**config.mk**
```make
export PLATFORM = sky130hd
export DESIGN_NAME = sdram_port_arbiter
export DESIGN_NICKNAME = d
export VERILOG_FILES = /design/src/rtl/sdram_port_arbiter.sv
export SDC_FILE = /design/constraint.sdc
export NUM_CORES = 1
export LEC_CHECK = 0
export ABC_CLOCK_PERIOD_IN_PS = 3200
export CAP_MARGIN = 20
export CORE_AREA = 2 2 104 106
export CTS_CLUSTER_DIAMETER = 40
export DETAILED_ROUTE_END_ITERATION = 8
export DIE_AREA = 0 0 106 108
export PLACE_DENSITY = 0.66
export SYNTH_ARGS = -nofsm -noshare
export SYNTH_HDL_FRONTEND = slang
export SYNTH_SLANG_ARGS = --single-unit
```
**constraint.sdc**
```tcl
create_clock -name clk_clk -period 3.2 [get_ports clk_clk]
set_input_delay 0.64 -clock clk_clk [delete_from_list [all_inputs] [get_ports clk_clk]]
set_output_delay 0.64 -clock clk_clk [all_outputs]
set_load 0.05 [all_outputs]
```
**src/rtl/sdram_port_arbiter.sv**
```systemverilog
// sdram_port_arbiter: shares one Avalon-MM bridge slave between an instruction
// fetch port (read-only) and a data port (read/write).
// Ports:
//   clk_clk, reset_reset_n        : clock, async active-low reset
//   i_*                           : fetch master side (read, address, waitrequest, readdata, readdatavalid)
//   d_*                           : data master side (read, write, address, writedata, byteenable, ...)
//   m_*                           : bridge master side toward mm_bridge_s
//   pend_cnt                      : number of outstanding reads
//   err_rdv                       : sticky flag, readdatavalid seen with no outstanding read
// Commands pass through combinationally under round-robin arbitration.
// A tag FIFO records which requester issued each read so that every returned beat is routed back
// to the requester that issued it.
module sdram_port_arbiter #(
  parameter int unsigned ADDR_W   = 27,
  parameter int unsigned DATA_W   = 32,
  parameter int unsigned MAX_PEND = 4
) (
  input  logic                        clk_clk,
  input  logic                        reset_reset_n,
  input  logic                        i_read,
  input  logic [ADDR_W-1:0]           i_address,
  output logic                        i_waitrequest,
  output logic [DATA_W-1:0]           i_readdata,
  output logic                        i_readdatavalid,
  input  logic                        d_read,
  input  logic                        d_write,
  input  logic [ADDR_W-1:0]           d_address,
  input  logic [DATA_W-1:0]           d_writedata,
  input  logic [DATA_W/8-1:0]         d_byteenable,
  output logic                        d_waitrequest,
  output logic [DATA_W-1:0]           d_readdata,
  output logic                        d_readdatavalid,
  output logic [ADDR_W-1:0]           m_address,
  output logic                        m_read,
  output logic                        m_write,
  output logic [DATA_W-1:0]           m_writedata,
  output logic [DATA_W/8-1:0]         m_byteenable,
  output logic                        m_burstcount,
  output logic                        m_debugaccess,
  input  logic                        m_waitrequest,
  input  logic [DATA_W-1:0]           m_readdata,
  input  logic                        m_readdatavalid,
  output logic [$clog2(MAX_PEND):0]   pend_cnt,
  output logic                        err_rdv
);

  localparam int unsigned BE_W  = DATA_W / 8;
  localparam int unsigned PTR_W = $clog2(MAX_PEND);
  localparam int unsigned CNT_W = PTR_W + 1;

  // Requester encoding: 0 = fetch, 1 = data
  logic                lock;
  logic                owner;
  logic                last;
  logic [MAX_PEND-1:0] tag_q;
  logic [PTR_W-1:0]    wr_ptr;
  logic [PTR_W-1:0]    rd_ptr;

  logic full;
  logic empty;
  logic i_elig;
  logic d_elig;
  logic gnt_vld;
  logic gnt_d;
  logic cmd;
  logic accept;
  logic push;
  logic pop;
  logic head;

  assign full   = (pend_cnt == CNT_W'(MAX_PEND));
  assign empty  = (pend_cnt == '0);
  // Full check uses the registered count; a same-cycle pop does not unblock a read
  assign i_elig = i_read && !full;
  assign d_elig = d_write || (d_read && !full);

  // Arbitration: a stalled command keeps the bridge; otherwise round-robin on last acceptance
  always_comb begin
    gnt_vld = 1'b0;
    gnt_d   = 1'b0;
    if (!reset_reset_n) begin
      gnt_vld = 1'b0;
    end else if (lock) begin
      gnt_vld = 1'b1;
      gnt_d   = owner;
    end else if (i_elig && d_elig) begin
      gnt_vld = 1'b1;
      gnt_d   = ~last;
    end else if (i_elig) begin
      gnt_vld = 1'b1;
    end else if (d_elig) begin
      gnt_vld = 1'b1;
      gnt_d   = 1'b1;
    end
  end

  // Command mux; a simultaneous data read+write is treated as a write
  assign m_read        = gnt_vld && (gnt_d ? (d_read && !d_write) : i_read);
  assign m_write       = gnt_vld && gnt_d && d_write;
  assign m_address     = gnt_d ? d_address : i_address;
  assign m_writedata   = d_writedata;
  assign m_byteenable  = gnt_d ? d_byteenable : {BE_W{1'b1}};
  assign m_burstcount  = 1'b1;
  assign m_debugaccess = 1'b0;

  assign cmd    = m_read || m_write;
  assign accept = cmd && !m_waitrequest;
  assign push   = accept && m_read;

  assign i_waitrequest = !(accept && !gnt_d);
  assign d_waitrequest = !(accept && gnt_d);

  // Return routing; a beat with nothing outstanding is dropped and flagged
  assign pop             = m_readdatavalid && !empty;
  assign head            = tag_q[rd_ptr];
  assign i_readdatavalid = pop && !head;
  assign d_readdatavalid = pop && head;
  assign i_readdata      = m_readdata;
  assign d_readdata      = m_readdata;

  // Arbitration state
  always_ff @(posedge clk_clk or negedge reset_reset_n) begin
    if (!reset_reset_n) begin
      lock  <= 1'b0;
      owner <= 1'b0;
      last  <= 1'b1;
    end else begin
      lock <= cmd && m_waitrequest;
      if (cmd && m_waitrequest) begin
        owner <= gnt_d;
      end
      if (accept) begin
        last <= gnt_d;
      end
    end
  end

  // Tag FIFO, outstanding count and spurious-return flag
  always_ff @(posedge clk_clk or negedge reset_reset_n) begin
    if (!reset_reset_n) begin
      tag_q    <= '0;
      wr_ptr   <= '0;
      rd_ptr   <= '0;
      pend_cnt <= '0;
      err_rdv  <= 1'b0;
    end else begin
      if (push) begin
        tag_q[wr_ptr] <= gnt_d;
        wr_ptr        <= wr_ptr + PTR_W'(1);
      end
      if (pop) begin
        rd_ptr <= rd_ptr + PTR_W'(1);
      end
      case ({push, pop})
        2'b10:   pend_cnt <= pend_cnt + CNT_W'(1);
        2'b01:   pend_cnt <= pend_cnt - CNT_W'(1);
        default: pend_cnt <= pend_cnt;
      endcase
      if (m_readdatavalid && empty) begin
        err_rdv <= 1'b1;
      end
    end
  end

endmodule

```
==> results of run 1 <==
==> state kept, by name (all words and copies together) (netlist names) <==
register  count
pend_cnt      3
tag_q         4
wr_ptr        2
lock          1
err_rdv       1
owner         1
rd_ptr        2
last          1
==> area by class of cell <==
class	instances	area (um^2)
sequential	15	377
timing repair buffer	112	1160
multi-input combinational	92	890
tap	136	170
clock buffer	4	45.0
inverter	8	30.0
fill	1064	7560
==> cells by family (layout without fill, tap and decap cells) <==
family	after synthesis	count (layout)	synth area share (%)
buffers and inverters	110	124	38.9
muxes	33	33	21.9
and+or+nand+nor	32	32	9.50
DFF	15	15	18.2
AOI/OAI and AO/OA	13	13	4.54
adders and majority gates	6	6	4.00
xor gates and xnor gates	6	6	2.54
other	2	2	0.363
==> worst max-delay path, stage by stage <==
cell and delay, ns:
sky130_fd_sc_hd__clkdlybuf4s50_1 0.48, sky130_fd_sc_hd__a21oi_2 0.19, sky130_fd_sc_hd__nor2_2 0.07, sky130_fd_sc_hd__o21ai_2 0.23, sky130_fd_sc_hd__nand2_4 0.08, sky130_fd_sc_hd__buf_4 0.21, sky130_fd_sc_hd__mux2_4 0.31, sky130_fd_sc_hd__buf_4 0.19
==> per-layer routing <==
metal / track usage (%) / up-vias
li1: - / 631
met1: 8.96 / 636
met2: 18.9 / 138
met3: 5.12 / 16
met4: 2.35 / 0
met5: 0 / -
==> cells in the mapped netlist, types with 2 or more instances <==
cell	n	share of area, %
sky130_fd_sc_hd__nand3_1	2	0.48
sky130_fd_sc_hd__a21oi_1	3	0.73
sky130_fd_sc_hd__o2bb2ai_1	2	0.85
sky130_fd_sc_hd__xor2_1	2	0.85
sky130_fd_sc_hd__buf_6	3	1.6
sky130_fd_sc_hd__dfrtp_1	14	17
sky130_fd_sc_hd__mux2_4	19	14
sky130_fd_sc_hd__mux2_2	12	6.5
sky130_fd_sc_hd__o21ai_0	2	0.48
sky130_fd_sc_hd__nand2b_1	6	1.8
sky130_fd_sc_hd__nand2_1	10	1.8
sky130_fd_sc_hd__xnor2_1	4	1.7
sky130_fd_sc_hd__or2_2	2	0.61
sky130_fd_sc_hd__inv_1	8	1.5
sky130_fd_sc_hd__ha_1	5	3.0
sky130_fd_sc_hd__buf_4	98	36
sky130_fd_sc_hd__nor2_1	2	0.36
sky130_fd_sc_hd__conb_1	2	0.36
==> per-stage QoR <==
stage	util, %	setup slack [ns]
global placement	25.7	0.147
detailed placement	25.7	0.0972
global route	26.1	0.0307
floorplan	-	0.533
CTS	26.1	0.0912
finish	26.1	0.152
==> worst paths after layout <==
| check | end | startpoint | depth (start not counted) |
|---|---|---|---|
| max | m_address[11] | i_read | 8 |
| max reg2reg | pend_cnt[2]$_DFFE_PN0P_ | pend_cnt[0]$_DFFE_PN0P_ | 10 |
| max in group asynchronous | last$_DFFE_PN1P_ | reset_reset_n | 2 |
| min | rd_ptr[1]$_DFFE_PN0P_ | rd_ptr[1]$_DFFE_PN0P_ | 1 |
| min reg2reg | rd_ptr[1]$_DFFE_PN0P_ | rd_ptr[1]$_DFFE_PN0P_ | 1 |
| min in group asynchronous | owner$_DFFE_PN0P_ | reset_reset_n | 2 |
==> where the power goes <==
group	internal (mW)	total (mW)	switching, mW
registers	0.284	0.380	0.0953
logic	0.588	1.32	0.730
clock network	0.0881	0.153	0.0652
total	0.960	1.85	0.890
==> results list, run 1 <==
- Slew at the pin closest to its max-slew limit: between 0.4 and 0.5 ns
- CTS tree: built
* Syn. warnings: 0
* Width of the die: 106 um
* R2R Setup Slk: about 0.74 ns
* Post-route cell area: between 2000 and 3000 um^2
- On the final layout, the worst clock skew is 0.00209 ns.
- The congestion estimate from routability-driven global placement came to roughly 0.8.
- For this configuration, the core starts out at a cell density of 20.2%.
- In this run the static leakage power is 1.17 nW.
* Worst IR Drop VDD: 0.556 mV
- Clock Path Buffers: 2
* Startpoint type of the worst setup path: input port
* Synth Cell Area: slightly above 2000 um^2
- Setup repair after global routing missed its margin: false
- Port buffering added 105 buffers.
- Including well taps, the total number of placed cells is 363.
- Power density cells: just under 700 nW/um^2
- Synth unique cells: 39
- Sequential cell area fraction in the yosys report: 18.2%
- ANT cells: 0
* Post-Route WL: 6190 um
- Syn_nets: 352
- TritonRoute pass-1 iters: 4
* Count of clock tree sinks: 15
- At the worst endpoint, the required time is between 2 and 3 ns.
* Num ports: 268
- The tree is rooted in a sky130_fd_sc_hd__clkbuf_8.
- Of all nets on the critical path, the largest fanout is 9.
* Most common library cell in the layout ignoring fill and taps: sky130_fd_sc_hd__clkdlybuf4s50_1
* Proportion of synthesized flip-flops having asynchronous set or reset: 100%
- At the worst endpoint, the arrival time is between 2 and 2.5 ns.
- Antenna violation net count after detailed routing: 0
- Max_slew headroom: 66.7%
- Total Power: 1.85 mW
- The critical path in this run is classified as input port to output pin.
- # hold bufs at CTS: 0
- Portion of the clock cycle consumed by the worst path in the final layout: 95.3%
- The flow ran to the end, and the final reports show no timing, DRC or antenna violations.
* Overall routing resource usage: 9.75%
- Flops & latches, synth: 15
- Largest net degree at the start of global routing: 20
- Top layer used by detailed routing: met4
* Met1 wire length: 2010 um
- Mean instance size in the synthesized netlist: 9.53 um^2
- Number of synthesized flops with an enable pin: 0
- Most frequent cells in the layout: sky130_fd_sc_hd__clkdlybuf4s50_1 (69), sky130_fd_sc_hd__buf_4 (31), sky130_fd_sc_hd__mux2_4 (19)
- For this block, the initial DRC count from the detailed router was 12.
* Number of design rule violations left after detail routing: 0
- Estimated wirelength of the detail-placed design: between 5000 and 6000 um
- After clock tree synthesis, the clock-pin slew on the worst setup and hold paths is 0.06 ns.
- Setup total negative slack: 0 ns
- The first global-routing pass estimated about 8700 um of wire.
- The die is 108 um tall.
- H-tree levels: 1
- On the final layout, the worst hold slack is 0.493 ns.
* Standard-cell rows: 37
* Initial antenna violation count: 0
- Synth-to-Final Area Change: 29.4%
- Final number of max-transition violations: 0
* Number of vias in the routed layout: 1421
- Clock latency on the worst-skew pair: 0.24 ns
* Fraction of layout cells with a size suffix above 1: 37.7%
* Post-CTS repair timing setup buffer count: 0
* Cts repair resizes: 0
* Number of nets in the layout: approximately 370
* Ys flop type: sky130_fd_sc_hd__dfrtp_1
* Maximum achievable frequency: 328 MHz
* Sort of element at the end of the critical path: output pin
* Detail-routed net length per standard cell: approximately 17 um
- Summed over all layers, the global routing overflow is 0.
- Final non-filler cell total: roughly 370
* Minimum period implied by the final worst setup slack: 3.05 ns
- The tool flagged a number of max-cap violations equal to 0.
- In this run the cell area measured after placement is 2630 um^2.
- Final count of hold timing violations: 0
- Setup violations remaining at the end of the flow were counted as 0.
- The worst hold path belongs to the class flip-flop to flip-flop.
* Detailed-routed wire length on met2: 3210 um
* Die Area: 11400 um^2
- Area of the core: around 10000 um^2
* Vias per inst: 3.87
- The via count of the first global-routing pass came to 1547.
* Gate Count Post-Synth: 217
- Total clock buffers created by CTS: 3
* Met3 WL: a little under 900 um
No activity file was read; power rests on OpenSTA's default activity.
==> run 2: changes to the inputs <==
ABC_CLOCK_PERIOD_IN_PS = 3120   (was 3200)
SETUP_SLACK_MARGIN = 0.5   (was not set)
clock period = 3.12 ns   (was 3.2 ns; I/O delays follow)
==> run 2 against run 1 <==
Against the previous run: clock skew barely moved; die area did not move; global-route usage rose by 1.4 points; highest routed layer unchanged.
==> results list, run 2 (synthesized netlist as in run 1, its figures left out) <==
- Outcome: finished clean (unchanged).
- The average detailed-routed wire length per instance is 19.3 um (was 16.9 um).
- The maximum clock skew at final layout is 0.00184 ns (was 0.00209 ns).
- Starting density of the core: 20.2% (unchanged)
- The weighted congestion reported at the end of routability-driven placement came to 0.719 (was 0.813).
- The share of final-layout standard cells stronger than drive strength 1 was 45.0% (was 37.7%).
* Post-Route WL: 7310 um (was 6190 um)
- ANT cells: 0 (unchanged)
- The final instance area is 2970 um^2 (was 2680 um^2).
- Leakage power summed over all cells: 1.34 nW (was 1.17 nW)
* Area of the core: 10200 um^2 (unchanged)
* Hold Crit Depth: 1 (unchanged)
- CTS tree: built (unchanged)
* Max_slew headroom: 66.5% (was 66.7%)
* Die Area: 11400 um^2 (unchanged)
- The nature of the critical path startpoint is a flip-flop (was input port).
- Largest net degree at the start of global routing: 16 (was 20)
- Of the available clock period, the critical path in the final layout requires 88.9%.
- The global-route wire length before repair came to 9490 um (was 8670 um).
- Worst IR Drop VDD: 0.701 mV (was 0.556 mV)
* Buffers on Ports: 105 (unchanged)
* Data arrival at the endpoint of the critical path: 2.15 ns (was 2.41 ns)
- Registers with the highest flip-flop counts: tag_q (4), pend_cnt (3) (unchanged).
- Path type of the worst min-delay path: flip-flop to flip-flop (unchanged)
- Count of clock tree sinks: 15 (unchanged)
* Synth-to-Final Area Change: 43.6% (was 29.4%)
- Path depth of the worst reg2reg path: 11 (was 10)
- Standard-cell rows: 37 (unchanged)
* Vias per inst: 3.94 (was 3.87)
- The cell count along the critical path is 7 (was 8).
* Number of nets in the layout: 378 (was 367)
- Multi-input logic area: 947 um^2 (was 890 um^2)
- The horizontal die dimension came to 106 um (unchanged).
- The residual antenna-violating net count after detailed routing is 0 (unchanged).
- Register containing the most flip-flops in the final layout: tag_q (unchanged)
* Overall routing resource usage: 11.1% (was 9.75%)
- The category of cells accounting for the largest share of critical-path delay is simple AND/OR/NAND/NOR gates (was buffers and inverters).
* Final count of hold timing violations: 0 (unchanged)
- Die height: 108 um (unchanged)
- Power density cells: 723 nW/um^2 (was 692 nW/um^2)
- The count of endpoints failing setup in the final report was 0 (unchanged).
- Most common library cell in the layout ignoring fill and taps: sky130_fd_sc_hd__clkdlybuf4s50_1 (unchanged)
* Number of vias in the routed layout: 1491 (was 1421)
* Estimated wirelength of the detail-placed design: 5840 um (was 5380 um)
- The number of detailed-routing iterations run before antenna repair is 3 (was 4).
* Maximum achievable frequency: 360 MHz
- Final number of max-transition violations: 0 (unchanged)
- The endpoint kind of the worst setup timing path is an output pin (unchanged).
- The number of maximum-capacitance violations is 0 (unchanged).
- Num ports: 268 (unchanged)
* Placement Cell Area: 2630 um^2 (about the same)
* H-tree levels: 1 (unchanged)
* Flip-flop count of the largest register, all copies and words added: 4 (unchanged)
* Critical path type: flip-flop to output pin (was input port to output pin)
- Clock Path Buffers: 2 (unchanged)
- Clock latency on the worst-skew pair: 0.25 ns (was 0.24 ns)
- The post-route setup TNS was 0 ns (unchanged).
- Number of design rule violations left after detail routing: 0 (unchanged)
* Setup repair after global routing missed its margin: true (was false)
* Initial antenna violation count: 0 (unchanged)
- The global route total overflow was 0 (unchanged).
- Slew at the pin closest to its max-slew limit: 0.500 ns (was 0.497 ns)
* Number of violations reported at the end of detailed-routing iteration 0: 45 (was 12)
* Required time at the endpoint of the critical path: 2.50 ns (was 2.56 ns)
- Cell at the slowest stage of the critical path: sky130_fd_sc_hd__dfrtp_2 (was sky130_fd_sc_hd__clkdlybuf4s50_1)
- Most frequent cells in the layout: sky130_fd_sc_hd__clkdlybuf4s50_1 (64), sky130_fd_sc_hd__mux2_4 (27), sky130_fd_sc_hd__buf_6 (24) (was sky130_fd_sc_hd__clkdlybuf4s50_1 (69), sky130_fd_sc_hd__buf_4 (31), sky130_fd_sc_hd__mux2_4 (19))
* Fill count: 1044 (was 1064)
- Minimum period implied by the final worst setup slack: 2.77 ns
- The largest fanout on the critical path is 6 (was 9).
* CP Buf/Inv Count: 2 (was 3)
* Register Area: 382 um^2 (was 377 um^2)
- The TritonCTS buffer count is 3 (unchanged).
* Reg clk slew, reported paths: 0.06 ns (about the same)
- Critical Path, Cell by Cell: or3b_4, a21oi_2, o21ai_2, nand2_4, clkbuf_16, mux2_4, buf_12 (was clkdlybuf4s50_1, a21oi_2, nor2_2, o21ai_2, nand2_4, buf_4, mux2_4, buf_4).
- The clock root buffer is sky130_fd_sc_hd__clkbuf_8 (unchanged).
* Stage delay of the slowest cell on the critical path: 0.43 ns (was 0.48 ns)
- Via count of the first global-routing pass: 1567 (was 1547)
[run 2: cell count changes in the layout (fill, tap and decap cells not counted), moves of 2 or more]
cell,before,now
sky130_fd_sc_hd__mux2_2,12,4
sky130_fd_sc_hd__clkdlybuf4s50_1,69,64
sky130_fd_sc_hd__buf_6,0,24
sky130_fd_sc_hd__buf_4,31,14
sky130_fd_sc_hd__mux2_4,19,27
sky130_fd_sc_hd__dfrtp_1,14,10
sky130_fd_sc_hd__dlygate4sd2_1,0,3
sky130_fd_sc_hd__clkbuf_16,0,2
sky130_fd_sc_hd__dfrtp_2,0,4
sky130_fd_sc_hd__buf_8,0,2
[run 2: what timing repair did]
action	4_1_cts	5_1_grt
resized for setup	20	33
hold buffers	0	0
setup endpoints to repair	33	33
setup buffers	7	3
gates cloned	0	2
pin swaps	5	5
endpoints found under the hold margin	0	0
[run 2: area by class of cell]
type                    count  share of cell area, %
inverters                   8                   1.01
flip-flops and latches     15                   12.9
multi-input cells          92                   31.9
well taps                 136                   5.73
clock buffers               4                   1.52
repair buffers            123                   47.0
[run 2: through the flow]
step	std cells	hold slack (ns)	worst slack [ns]	power, mW	utilization [%]
4_1_cts	373	0.481	0.303	2.03	27.1
3_5_place_dp	362	0.463	0.0757	1.78	25.7
5_1_grt	378	0.505	0.273	2.26	29.0
3_3_place_gp	362	0.443	0.126	1.75	25.7
2_1_floorplan	217	0.328	0.588	1.61	-
6_report	378	0.480	0.345	2.15	29.0
[run 2: routing by layer]
layer	track usage (%)	part of all wire (%)	vias up
met2	17.5	46	146
li1	-	-	655
met4	3.85	2.4	0
met3	5.97	13	21
met5	0	0	-
met1	12.9	39	669
[run 2: path summary, 6_finish.rpt]
check | startpoint | slack, ns | endpoint
worst max-delay path | pend_cnt[0]$_DFFE_PN0P_ | 0.35 | m_address[26]
worst min-delay path | err_rdv$_DFFE_PN0P_ | 0.48 | err_rdv$_DFFE_PN0P_
worst max register to register | pend_cnt[0]$_DFFE_PN0P_ | 0.73 | pend_cnt[2]$_DFFE_PN0P_
worst min register to register | err_rdv$_DFFE_PN0P_ | 0.48 | err_rdv$_DFFE_PN0P_
max in group asynchronous | reset_reset_n | 2.34 | last$_DFFE_PN1P_
min in group asynchronous | reset_reset_n | 0.56 | owner$_DFFE_PN0P_
[run 2: report_power, final]
group / total (mW) / internal (mW) / switching [mW] / leakage (nW)
combinational: 1.61 / 0.773 / 0.834 / 1.14
clock: 0.159 / 0.0905 / 0.0685 / 0.0228
sequential: 0.381 / 0.296 / 0.0851 / 0.175
[run 2: worst register-to-register path, cell delays in order, from the launching register on]
cell	delay (ns)
sky130_fd_sc_hd__dfrtp_2	0.43
sky130_fd_sc_hd__nor4b_4	0.34
sky130_fd_sc_hd__buf_4	0.17
sky130_fd_sc_hd__o2bb2ai_1	0.06
sky130_fd_sc_hd__and4b_1	0.20
sky130_fd_sc_hd__inv_1	0.09
sky130_fd_sc_hd__ha_1	0.19
sky130_fd_sc_hd__inv_1	0.06
sky130_fd_sc_hd__fa_1	0.37
sky130_fd_sc_hd__xor2_1	0.15
sky130_fd_sc_hd__nor2_1	0.11
sky130_fd_sc_hd__xor2_1	0.15
